File: config.mk
export PLATFORM = sky130hd
export DESIGN_NAME = alert_arbiter
export DESIGN_NICKNAME = d
export VERILOG_FILES = /design/src/rtl/alert_arbiter.sv
export SDC_FILE = /design/constraint.sdc
export NUM_CORES = 1
export LEC_CHECK = 0
export CAP_MARGIN = 25
export CORE_ASPECT_RATIO = 1.5
export CORE_MARGIN = 8
export CORE_UTILIZATION = 55
export DETAILED_ROUTE_END_ITERATION = 12
export PLACE_DENSITY = 0.76
export SLEW_MARGIN = 40
export SYNTH_ARGS = -nofsm -noshare
export SYNTH_HDL_FRONTEND = slang
export SYNTH_SLANG_ARGS = --single-unit
File: constraint.sdc
create_clock -name clk -period 2.85 [get_ports clk]
set_input_delay 0.4275 -clock clk [delete_from_list [all_inputs] [get_ports clk]]
set_output_delay 0.4275 -clock clk [all_outputs]
set_load 0.02 [all_outputs]
File: src/rtl/alert_arbiter.sv
// Latches alarm / timer / chime requests and grants the shared piezo and LED
// annunciators to one source at a time, with timed alerts, acknowledge and snooze.
//
// state     | meaning
// ----------|-----------------------------------------------------------
// ST_IDLE   | no alert sounding, no snooze pending; grants pending sources
// ST_ALERT  | one source owns the annunciators; snooze may still be running
// ST_SNOOZE | alarm snoozed, annunciators off; timer/chime may still be granted
module alert_arbiter #(
    parameter int TICK_DIV     = 10000,
    parameter int ALARM_TICKS  = 6000,
    parameter int TIMER_TICKS  = 1000,
    parameter int CHIME_TICKS  = 50,
    parameter int BEEP_TICKS   = 25,
    parameter int SNOOZE_TICKS = 30000
) (
    input  logic       clk,
    input  logic       rst,
    input  logic       alert_en,
    input  logic       alarm_req,
    input  logic       timer_req,
    input  logic       chime_req,
    input  logic       ack_btn,
    input  logic       snooze_btn,
    output logic       piezo_on,
    output logic       led_activate,
    output logic [1:0] active_src,
    output logic       snoozing
);

    localparam int DUR_MAX = (ALARM_TICKS > TIMER_TICKS)
                           ? ((ALARM_TICKS > CHIME_TICKS) ? ALARM_TICKS : CHIME_TICKS)
                           : ((TIMER_TICKS > CHIME_TICKS) ? TIMER_TICKS : CHIME_TICKS);
    localparam int PRE_W  = $clog2(TICK_DIV + 1);
    localparam int DUR_W  = $clog2(DUR_MAX + 1);
    localparam int BEEP_W = $clog2(BEEP_TICKS + 1);
    localparam int SNZ_W  = $clog2(SNOOZE_TICKS + 1);

    localparam logic [1:0] SRC_NONE  = 2'd0;
    localparam logic [1:0] SRC_CHIME = 2'd1;
    localparam logic [1:0] SRC_TIMER = 2'd2;
    localparam logic [1:0] SRC_ALARM = 2'd3;

    typedef enum logic [1:0] {
        ST_IDLE   = 2'd0,
        ST_ALERT  = 2'd1,
        ST_SNOOZE = 2'd2
    } state_t;

    state_t              state_q, state_d;
    logic [PRE_W-1:0]    pre_cnt_q, pre_cnt_d;
    logic [DUR_W-1:0]    dur_cnt_q, dur_cnt_d;
    logic [BEEP_W-1:0]   beep_cnt_q, beep_cnt_d;
    logic [SNZ_W-1:0]    snz_cnt_q, snz_cnt_d;
    logic                pend_a_q, pend_a_d;
    logic                pend_t_q, pend_t_d;
    logic                pend_c_q, pend_c_d;
    logic [4:0]          in_q, in_d;
    logic                armed_q, armed_d;
    logic                piezo_q, piezo_d;
    logic                led_q, led_d;
    logic [1:0]          active_src_q, active_src_d;
    logic                snoozing_q, snoozing_d;

    logic [4:0] in_vec, rise;
    logic       rise_a, rise_t, rise_c, rise_ack, rise_snz;
    logic       tick, alerting, restart, snz_cancel;
    logic       grant, go_idle;
    logic [1:0] best_src, grant_src;

    function automatic logic [DUR_W-1:0] dur_load(input logic [1:0] src);
        case (src)
            SRC_ALARM: return DUR_W'(ALARM_TICKS);
            SRC_TIMER: return DUR_W'(TIMER_TICKS);
            SRC_CHIME: return DUR_W'(CHIME_TICKS);
            default:   return '0;
        endcase
    endfunction

    always_comb begin
        state_d      = state_q;
        dur_cnt_d    = dur_cnt_q;
        beep_cnt_d   = beep_cnt_q;
        snz_cnt_d    = snz_cnt_q;
        pend_a_d     = pend_a_q;
        pend_t_d     = pend_t_q;
        pend_c_d     = pend_c_q;
        piezo_d      = piezo_q;
        led_d        = led_q;
        active_src_d = active_src_q;
        snoozing_d   = snoozing_q;
        grant        = 1'b0;
        grant_src    = SRC_NONE;
        go_idle      = 1'b0;

        // Edges are ignored on the first clock after reset so levels held
        // through reset do not look like fresh requests.
        in_vec   = {snooze_btn, ack_btn, chime_req, timer_req, alarm_req};
        in_d     = in_vec;
        armed_d  = 1'b1;
        rise     = in_vec & ~in_q & {5{armed_q}};
        rise_a   = rise[0];
        rise_t   = rise[1];
        rise_c   = rise[2];
        rise_ack = rise[3];
        rise_snz = rise[4];

        tick      = (pre_cnt_q == PRE_W'(TICK_DIV - 1));
        pre_cnt_d = tick ? '0 : pre_cnt_q + PRE_W'(1);

        alerting = (state_q == ST_ALERT);
        restart  = alerting && ((rise_a && active_src_q == SRC_ALARM) ||
                                (rise_t && active_src_q == SRC_TIMER) ||
                                (rise_c && active_src_q == SRC_CHIME));

        if (rise_a && !(alerting && active_src_q == SRC_ALARM)) pend_a_d = 1'b1;
        if (rise_t && !(alerting && active_src_q == SRC_TIMER)) pend_t_d = 1'b1;
        if (rise_c && !(alerting && active_src_q == SRC_CHIME)) pend_c_d = 1'b1;

        best_src = pend_a_q ? SRC_ALARM :
                   pend_t_q ? SRC_TIMER :
                   pend_c_q ? SRC_CHIME : SRC_NONE;

        snz_cancel = (state_q == ST_SNOOZE) && rise_ack;
        if (snz_cancel) begin
            snoozing_d = 1'b0;
            snz_cnt_d  = '0;
        end else if (snoozing_q && tick) begin
            if (snz_cnt_q <= SNZ_W'(1)) begin
                snz_cnt_d  = '0;
                snoozing_d = 1'b0;
                pend_a_d   = 1'b1;
            end else begin
                snz_cnt_d = snz_cnt_q - SNZ_W'(1);
            end
        end

        case (state_q)
            ST_ALERT: begin
                if (rise_ack) begin
                    go_idle = 1'b1;
                end else if (rise_snz) begin
                    if (active_src_q == SRC_ALARM) begin
                        state_d      = ST_SNOOZE;
                        snoozing_d   = 1'b1;
                        snz_cnt_d    = SNZ_W'(SNOOZE_TICKS);
                        pre_cnt_d    = '0;
                        piezo_d      = 1'b0;
                        led_d        = 1'b0;
                        active_src_d = SRC_NONE;
                    end else begin
                        go_idle = 1'b1;
                    end
                end else if (best_src > active_src_q) begin
                    grant     = 1'b1;
                    grant_src = best_src;
                end else if (tick && dur_cnt_q <= DUR_W'(1)) begin
                    go_idle = 1'b1;
                end else begin
                    if (tick) begin
                        dur_cnt_d = dur_cnt_q - DUR_W'(1);
                        if (beep_cnt_q == BEEP_W'(BEEP_TICKS - 1)) begin
                            beep_cnt_d = '0;
                            piezo_d    = ~piezo_q;
                        end else begin
                            beep_cnt_d = beep_cnt_q + BEEP_W'(1);
                        end
                    end
                    if (restart) dur_cnt_d = dur_load(active_src_q);
                end
            end
            default: begin
                if (alert_en && best_src != SRC_NONE) begin
                    grant     = 1'b1;
                    grant_src = best_src;
                end else begin
                    state_d = snoozing_d ? ST_SNOOZE : ST_IDLE;
                end
            end
        endcase

        if (go_idle) begin
            state_d      = snoozing_d ? ST_SNOOZE : ST_IDLE;
            piezo_d      = 1'b0;
            led_d        = 1'b0;
            active_src_d = SRC_NONE;
        end

        // Prescaler restarts on grant so alert length and beep cadence are exact.
        if (grant) begin
            state_d      = ST_ALERT;
            active_src_d = grant_src;
            piezo_d      = 1'b1;
            led_d        = 1'b1;
            dur_cnt_d    = dur_load(grant_src);
            beep_cnt_d   = '0;
            pre_cnt_d    = '0;
            case (grant_src)
                SRC_ALARM: pend_a_d = 1'b0;
                SRC_TIMER: pend_t_d = 1'b0;
                SRC_CHIME: pend_c_d = 1'b0;
                default:   ;
            endcase
        end

        if (!alert_en) begin
            pend_a_d     = 1'b0;
            pend_t_d     = 1'b0;
            pend_c_d     = 1'b0;
            snoozing_d   = 1'b0;
            snz_cnt_d    = '0;
            state_d      = ST_IDLE;
            piezo_d      = 1'b0;
            led_d        = 1'b0;
            active_src_d = SRC_NONE;
        end
    end

    always_ff @(posedge clk or negedge rst) begin
        if (!rst) begin
            state_q      <= ST_IDLE;
            pre_cnt_q    <= '0;
            dur_cnt_q    <= '0;
            beep_cnt_q   <= '0;
            snz_cnt_q    <= '0;
            pend_a_q     <= 1'b0;
            pend_t_q     <= 1'b0;
            pend_c_q     <= 1'b0;
            in_q         <= '0;
            armed_q      <= 1'b0;
            piezo_q      <= 1'b0;
            led_q        <= 1'b0;
            active_src_q <= SRC_NONE;
            snoozing_q   <= 1'b0;
        end else begin
            state_q      <= state_d;
            pre_cnt_q    <= pre_cnt_d;
            dur_cnt_q    <= dur_cnt_d;
            beep_cnt_q   <= beep_cnt_d;
            snz_cnt_q    <= snz_cnt_d;
            pend_a_q     <= pend_a_d;
            pend_t_q     <= pend_t_d;
            pend_c_q     <= pend_c_d;
            in_q         <= in_d;
            armed_q      <= armed_d;
            piezo_q      <= piezo_d;
            led_q        <= led_d;
            active_src_q <= active_src_d;
            snoozing_q   <= snoozing_d;
        end
    end

    assign piezo_on     = piezo_q;
    assign led_activate = led_q;
    assign active_src   = active_src_q;
    assign snoozing     = snoozing_q;

endmodule

Word level (Yosys, flattened, before mapping)
Index checks and enable logic that the tools add are counted.

cells by class
  add/sub/neg operators = 4
  magnitude comparators = 3
  equal/unequal tests = 27
  muxes and demuxes = 108
  bitwise gates (word level) = 4
  reductions and logical operators = 28

operator list
  operator                                               count
  2-to-1 mux 15 bit                                      8
  2-to-1 mux 13 bit                                      8
  2-to-1 mux 14 bit                                      6
  one-hot mux 13 bit (3 select lines)                    2
  2-to-1 mux 1 bit                                       52
  2-to-1 mux 2 bit                                       24
  2-to-1 mux 5 bit                                       8
  <= comparator 15 x 1 -> 1 bit (second input constant)  1
  != test 5 bit (second input constant)                  3
  subtractor 15 x 1 -> 15 bit (second input constant)    1
  adder 14 x 1 -> 14 bit (second input constant)         1
  == test 14 bit (second input constant)                 1
  logical AND 1 bit                                      14
  <= comparator 13 x 1 -> 1 bit (second input constant)  1
  subtractor 13 x 1 -> 13 bit (second input constant)    1
  != test 4 x 1 -> 1 bit (second input constant)         3
  AND reduction 6 bit                                    2
  bitwise AND 5 bit                                      2
  == test 2 bit (second input constant)                  5
  != test 5 x 1 -> 1 bit (second input constant)         2
  != test 5 x 2 -> 1 bit (second input constant)         2
  != test 5 x 3 -> 1 bit (second input constant)         2
  AND reduction 4 bit                                    2
  AND reduction 7 bit                                    1
  other kinds (13)                                       22

word-level totals
  register bits after elaboration = 63
  input port bits = 8
  output and inout bits = 5
  logic and storage cells = 188

Depth between registers and ports, before layout
  depth in word-level cells = 14
  gate-level depth with buffers = 11
  depth with buffers taken out = 10

Worst setup path before layout
OpenSTA, ideal clock, no wires.

  kind = register to register
  from = register pend_a_q
  to = register dur_cnt_q[11]
  setup time = 0.104 ns
  data arrival time = 2.613 ns
  data required time = 2.746 ns
  slack = 0.133 ns
  stages on the path, launching flop included = 10
  path buffers = 1
  clock period less this slack = 2.717 ns
  path through = dfrtp_1 or2_2 clkbuf_1 ha_1 nor2b_1 o21a_1 nor3_1 o211ai_1 or3_1 a221oi_1

between the ends
  word-level cells in the longest chain between the ends = 8
  elaborated cells between the ends (all ways) = 17
  those cells by class = 1 x order compare; 4 x eq/ne; 7 x mux; 5 x reduce/logical

ends and longest elaborated chain
  what                                             line  source
  from (decl)                                      55    logic pend_a_q, pend_a_d;
  from (signal assigned)                           241   pend_a_q <= pend_a_d;
  2-to-1 mux 2 bit *                               120   best_src = pend_a_q ? SRC_ALARM :
  greater-than comparator 2 bit                    154   end else if (best_src > active_src_q) begin
  2-to-1 mux 1 bit                                 154
  2-to-1 mux 1 bit                                 142   end else if (rise_snz) begin
  2-to-1 mux 1 bit                                 140   if (rise_ack) begin
  2-to-1 mux 1 bit                                 138   case (state_q)
  != test 2 bit (no line) (tied with other cells)  --
  AND reduction 6 bit (no line)                    --
  to (signal assigned)                             238   dur_cnt_q <= dur_cnt_d;
  to (decl)                                        52    logic [DUR_W-1:0] dur_cnt_q, dur_cnt_d;

Every way passes the cells marked *; elsewhere a longest branch is shown, timed or not.
A chain may end at the register's enable or synchronous reset.

Worst setup path in the final report
  from = register pend_t_q
  to = register dur_cnt_q[6]

between the ends
  word-level cells in the longest chain between the ends = 10
  elaborated cells between the ends (all ways) = 27
  those cells by class = 1 x order compare; 7 x eq/ne; 14 x mux; 5 x reduce/logical

ends and longest elaborated chain
  what                                                            line  source
  from (decl)                                                     56    logic pend_t_q, pend_t_d;
  from (signal assigned)                                          242   pend_t_q <= pend_t_d;
  2-to-1 mux 2 bit *                                              121   pend_t_q ? SRC_TIMER :
  2-to-1 mux 2 bit *                                              120
  greater-than comparator 2 bit                                   154
  2-to-1 mux 2 bit                                                154
  2-to-1 mux 2 bit                                                142
  2-to-1 mux 2 bit                                                140
  2-to-1 mux 2 bit                                                138
  == test 2 x 1 -> 1 bit / == test 2 bit (equally long branches)  72    case (src)
  one-hot mux 13 bit (3 select lines)                             72
  2-to-1 mux 13 bit                                               190   if (grant) begin

Marked as above.

==> out/metrics.csv <==
stage,metric,value,unit
die,start_util,56.4,%
sta,finalCritPeriodShare,95.5,%
global_routing,antenna_found_initial,0,
sta,relSlewSlack,54.3,%
routing,drtIter0Drc,191,
synthesis,synth_edf_count,0,
global_routing,grt_pass1_wl,15.7,mm
synthesis,synth_ff_type,dfrtp_1,
synthesis,syn_nets,430,
clock_network,clkSlewWorstSetupHoldPaths,0.07,ns
die,fp.dieH,118,um
placement,globalplace.congestion,0.960,
pwr,pwr-share-clk,32.4,%
job,cap_violations,0,
clock_network,cts_tree,done,
critical_path,r2r_setup_slack,0.13,ns
critical_path,required,3.09,ns
sta,final-setup-viol-count,0,
min_path,min_path_type,in -> async,
placement,hpwl,6.46,mm
outcome,status,completed,
synthesis,synth.avg_cell_area,9.29,um2
clock_network,clk_path_buf_depth,2,
sta,hold_ws,0.139,ns
synthesis,syn_inst,413,
critical_path,cp-end-kind,flip-flop,
cells_and_area,nFillCells,576,
die,pin_count,13,
synthesis,yosys_register_bits,63,
sta,worst_pin_slew,0.683,ns
synthesis,ys.warnings.count,0,
sta,hold_viol,0,
global_routing,grt_max_degree,64,
sta,fmax,367,MHz
placement,port_buffers,12,
synthesis,synth.distinct_cells,71,
critical_path,critPathArrivalTime,2.96,ns
clock_network,cts_sinks,63,
global_routing,grtUsageTotal,19.0,%
critical_path,start_kind,flip-flop,
clock_network,cts_buffers,9,
synthesis,ys_seq_area_share,41.1,%
sta,rsz0062_at_grt,false,
pwr,powerDensity,673,mW/mm2
routing,ant_nets,0,
critical_path,path_max_fanout,7,
cells_and_area,syn2layout_area_growth,13.0,%
sta,finalSetupTns,0,ns
cells_and_area,design_area,0.00433,mm2
cells_and_area,drive_above_1_share,13.8,%
routing,drc,0,
cells_and_area,final_core_util,63.7,%
clock_network,clk_latency,0.36,ns
pwr,leakage,1.94,nW
critical_path,r2r_cells,8,
clock_network,h-tree-depth,3,
synthesis,synthesis.area,0.00383,mm2
sta,layout_min_cycle_time,2.72,ns
die,rows,37,
sta,clock_skew,0.00635,ns
critical_path,r2r-start,pend_t_q$_DFF_PN0_,
pwr,peakVddDrop,429,uV
pwr,seqPwrFrac,41.4,%
clock_network,cts_hold_buf,0,
routing,routed_wl,9.25,mm
die,die_x,84.2,um
placement,place_area,0.00406,mm2
pwr,p_int,1.97,mW
routing,first_pass_iters,4,
critical_path,timing.rr.end,dur_cnt_q[6]$_DFFE_PN0P_,
sta,slew_viol_final,0,
die,die-area,0.00996,mm2
routing,vias,3305,
cells_and_area,num_antenna_cells,0,
critical_path,crit_type,reg -> reg,
die,core,0.00681,mm2
global_routing,overflow,0,
cells_and_area,nets,454,
global_routing,grt_pass1_vias,3318,
pwr,netSwitchingFraction,32.6,%
synthesis,ys_async_sr_fraction,100,%
pwr,combPwrFrac,26.2,%
clock_network,cts_root_buf,clkbuf_8,
routing,via_per_inst,6.36,
pwr,switchingPower,0.949,mW
routing,routedWlPerCell,17.8,um
worst max-delay path by stage:
| stage | start | to | slack [ns] | cells after the start |
|---|---|---|---|---|
| finish | pend_t_q$_DFF_PN0_ | dur_cnt_q[6]$_DFFE_PN0P_ | 0.13 | 8 |
| global route | pend_t_q$_DFF_PN0_ | dur_cnt_q[11]$_DFFE_PN0P_ | 0.004 | 9 |
| global placement | pend_t_q$_DFF_PN0_ | dur_cnt_q[6]$_DFFE_PN0P_ | 0.22 | 8 |
| floorplan | pend_a_q$_DFF_PN0_ | dur_cnt_q[11]$_DFFE_PN0P_ | 0.13 | 9 |
| CTS | pend_t_q$_DFF_PN0_ | dur_cnt_q[6]$_DFFE_PN0P_ | 0.13 | 8 |
| detailed placement | timer_req | dur_cnt_q[11]$_DFFE_PN0P_ | 0.14 | 7 |
critical path: stages, from the launching register on:
cell and delay, ns:
dfrtp_1 0.42, or2_2 0.36, ha_1 0.29, nor2b_1 0.16, o21ai_2 0.23, o31ai_2 0.15, a22oi_1 0.51, o21ai_0 0.23
a32o_1 0.26
kinds of logic after synthesis:
group | count (synthesis) | synth area share (%)
adders and majority gates | 9 | 2.94
xor gates and xnor gates | 28 | 6.39
DFF | 63 | 41.1
AOI/OAI and AO/OA | 91 | 16.1
and+or+nand+nor | 189 | 28.5
muxes | 2 | 0.587
other | 1 | 0.0978
buffers and inverters | 30 | 4.34
layer usage:
metal  track usage [%]  routed length [um]
met1              20.9                3600
met2              32.3                4810
met3              3.51                 436
met4              12.5                 404
met5                 0                   0
cell usage after synthesis (all sizes together) (3+ instances only):
master / number / area share [%]
a22oi: 3 / 0.59
clkbuf: 16 / 2.9
and3: 7 / 1.1
nand2b: 5 / 1.0
or4: 6 / 1.5
nor2b: 6 / 0.98
and4b: 4 / 1.1
or2: 4 / 0.65
nand3b: 7 / 1.4
a21o: 3 / 0.59
nand4: 5 / 0.98
a32o: 4 / 1.0
o31ai: 6 / 1.2
nand4b: 3 / 0.85
xnor2: 17 / 3.9
nor4: 8 / 1.7
xor2: 11 / 2.5
inv: 13 / 1.3
and2: 10 / 1.6
nor3b: 3 / 0.59
a31oi: 4 / 0.65
nor3: 16 / 2.1
o21ai: 31 / 4.0
nand2: 32 / 3.1
nor2: 38 / 3.7
ha: 9 / 2.9
dfrtp: 63 / 41
or3: 10 / 1.8
a21oi: 12 / 1.6
nand3: 17 / 2.2
through the flow:
stage          setup slack [ns]  total power [mW]  std cells
2_1_floorplan             0.133              1.72        413
3_3_place_gp              0.217              1.93        503
3_5_place_dp              0.145              1.96        503
4_1_cts                   0.128              2.91        519
5_1_grt                 0.00395              3.07        520
6_report                  0.128              2.91        520
state kept, by name (all words and copies together), names as in the netlist:
| signal | count |
|---|---|
| snz_cnt_q | 15 |
| pre_cnt_q | 14 |
| dur_cnt_q | 13 |
| beep_cnt_q | 5 |
| in_q | 5 |
| active_src | 2 |
| state_q | 2 |
| armed_q | 1 |
| led_activate | 1 |
| pend_a_q | 1 |
| pend_c_q | 1 |
| pend_t_q | 1 |
| piezo_on | 1 |
| snoozing | 1 |
power by group through the flow:
stage | registers (mW) | clock network, mW | logic [mW]
final | 1.21 | 0.944 | 0.765
after global routing | 1.23 | 0.989 | 0.855
after CTS | 1.20 | 0.961 | 0.746
after detailed placement | 1.22 | 0 | 0.741
after global placement | 1.21 | 0 | 0.721
after floorplan | 1.18 | 0 | 0.545
repair_timing:
item | CTS | global route
setup endpoints to repair | 0 | 13
setup buffers | 0 | 1
gates resized for setup | 0 | 4
cell usage in the layout, fill, tap and decap left out, types with 4 or more instances in the layout:
cell             synthesis  layout
clkdlybuf4s50_1          0      11
a31oi_1                  4       4
a21oi_1                 12      12
or3_2                    4       4
o21ai_0                 23      23
nand2_1                 32      32
nand2b_1                 4       4
o31ai_1                  6       4
buf_4                    1      17
ha_1                     9       9
xnor2_1                 17      17
nand3b_1                 7       7
or3_1                    6       6
or2_2                    4       4
nor2_1                  38      38
nor3_1                  16      16
nand3_1                 17      17
a32o_1                   4       4
nor2b_1                  6       6
and3_1                   7       7
xor2_1                  11      11
nand4_1                  4       4
clkbuf_8                 5      13
o21ai_1                  8       7
inv_1                   13      13
and2_1                  10      10
dfrtp_1                 63      63
nor4_1                   7       7
area by class of cell:
cell class	count	area (um2)	share of cell area, %
clock inverters	2	60.1	1.39
clock buffers	14	183	4.22
repair buffers	30	254	5.86
multi-input cells	320	2110	48.8
inverters	13	48.8	1.13
well taps	78	97.6	2.25
flip-flops and latches	63	1580	36.4
Note: power is estimated with default switching activity, not from simulation.
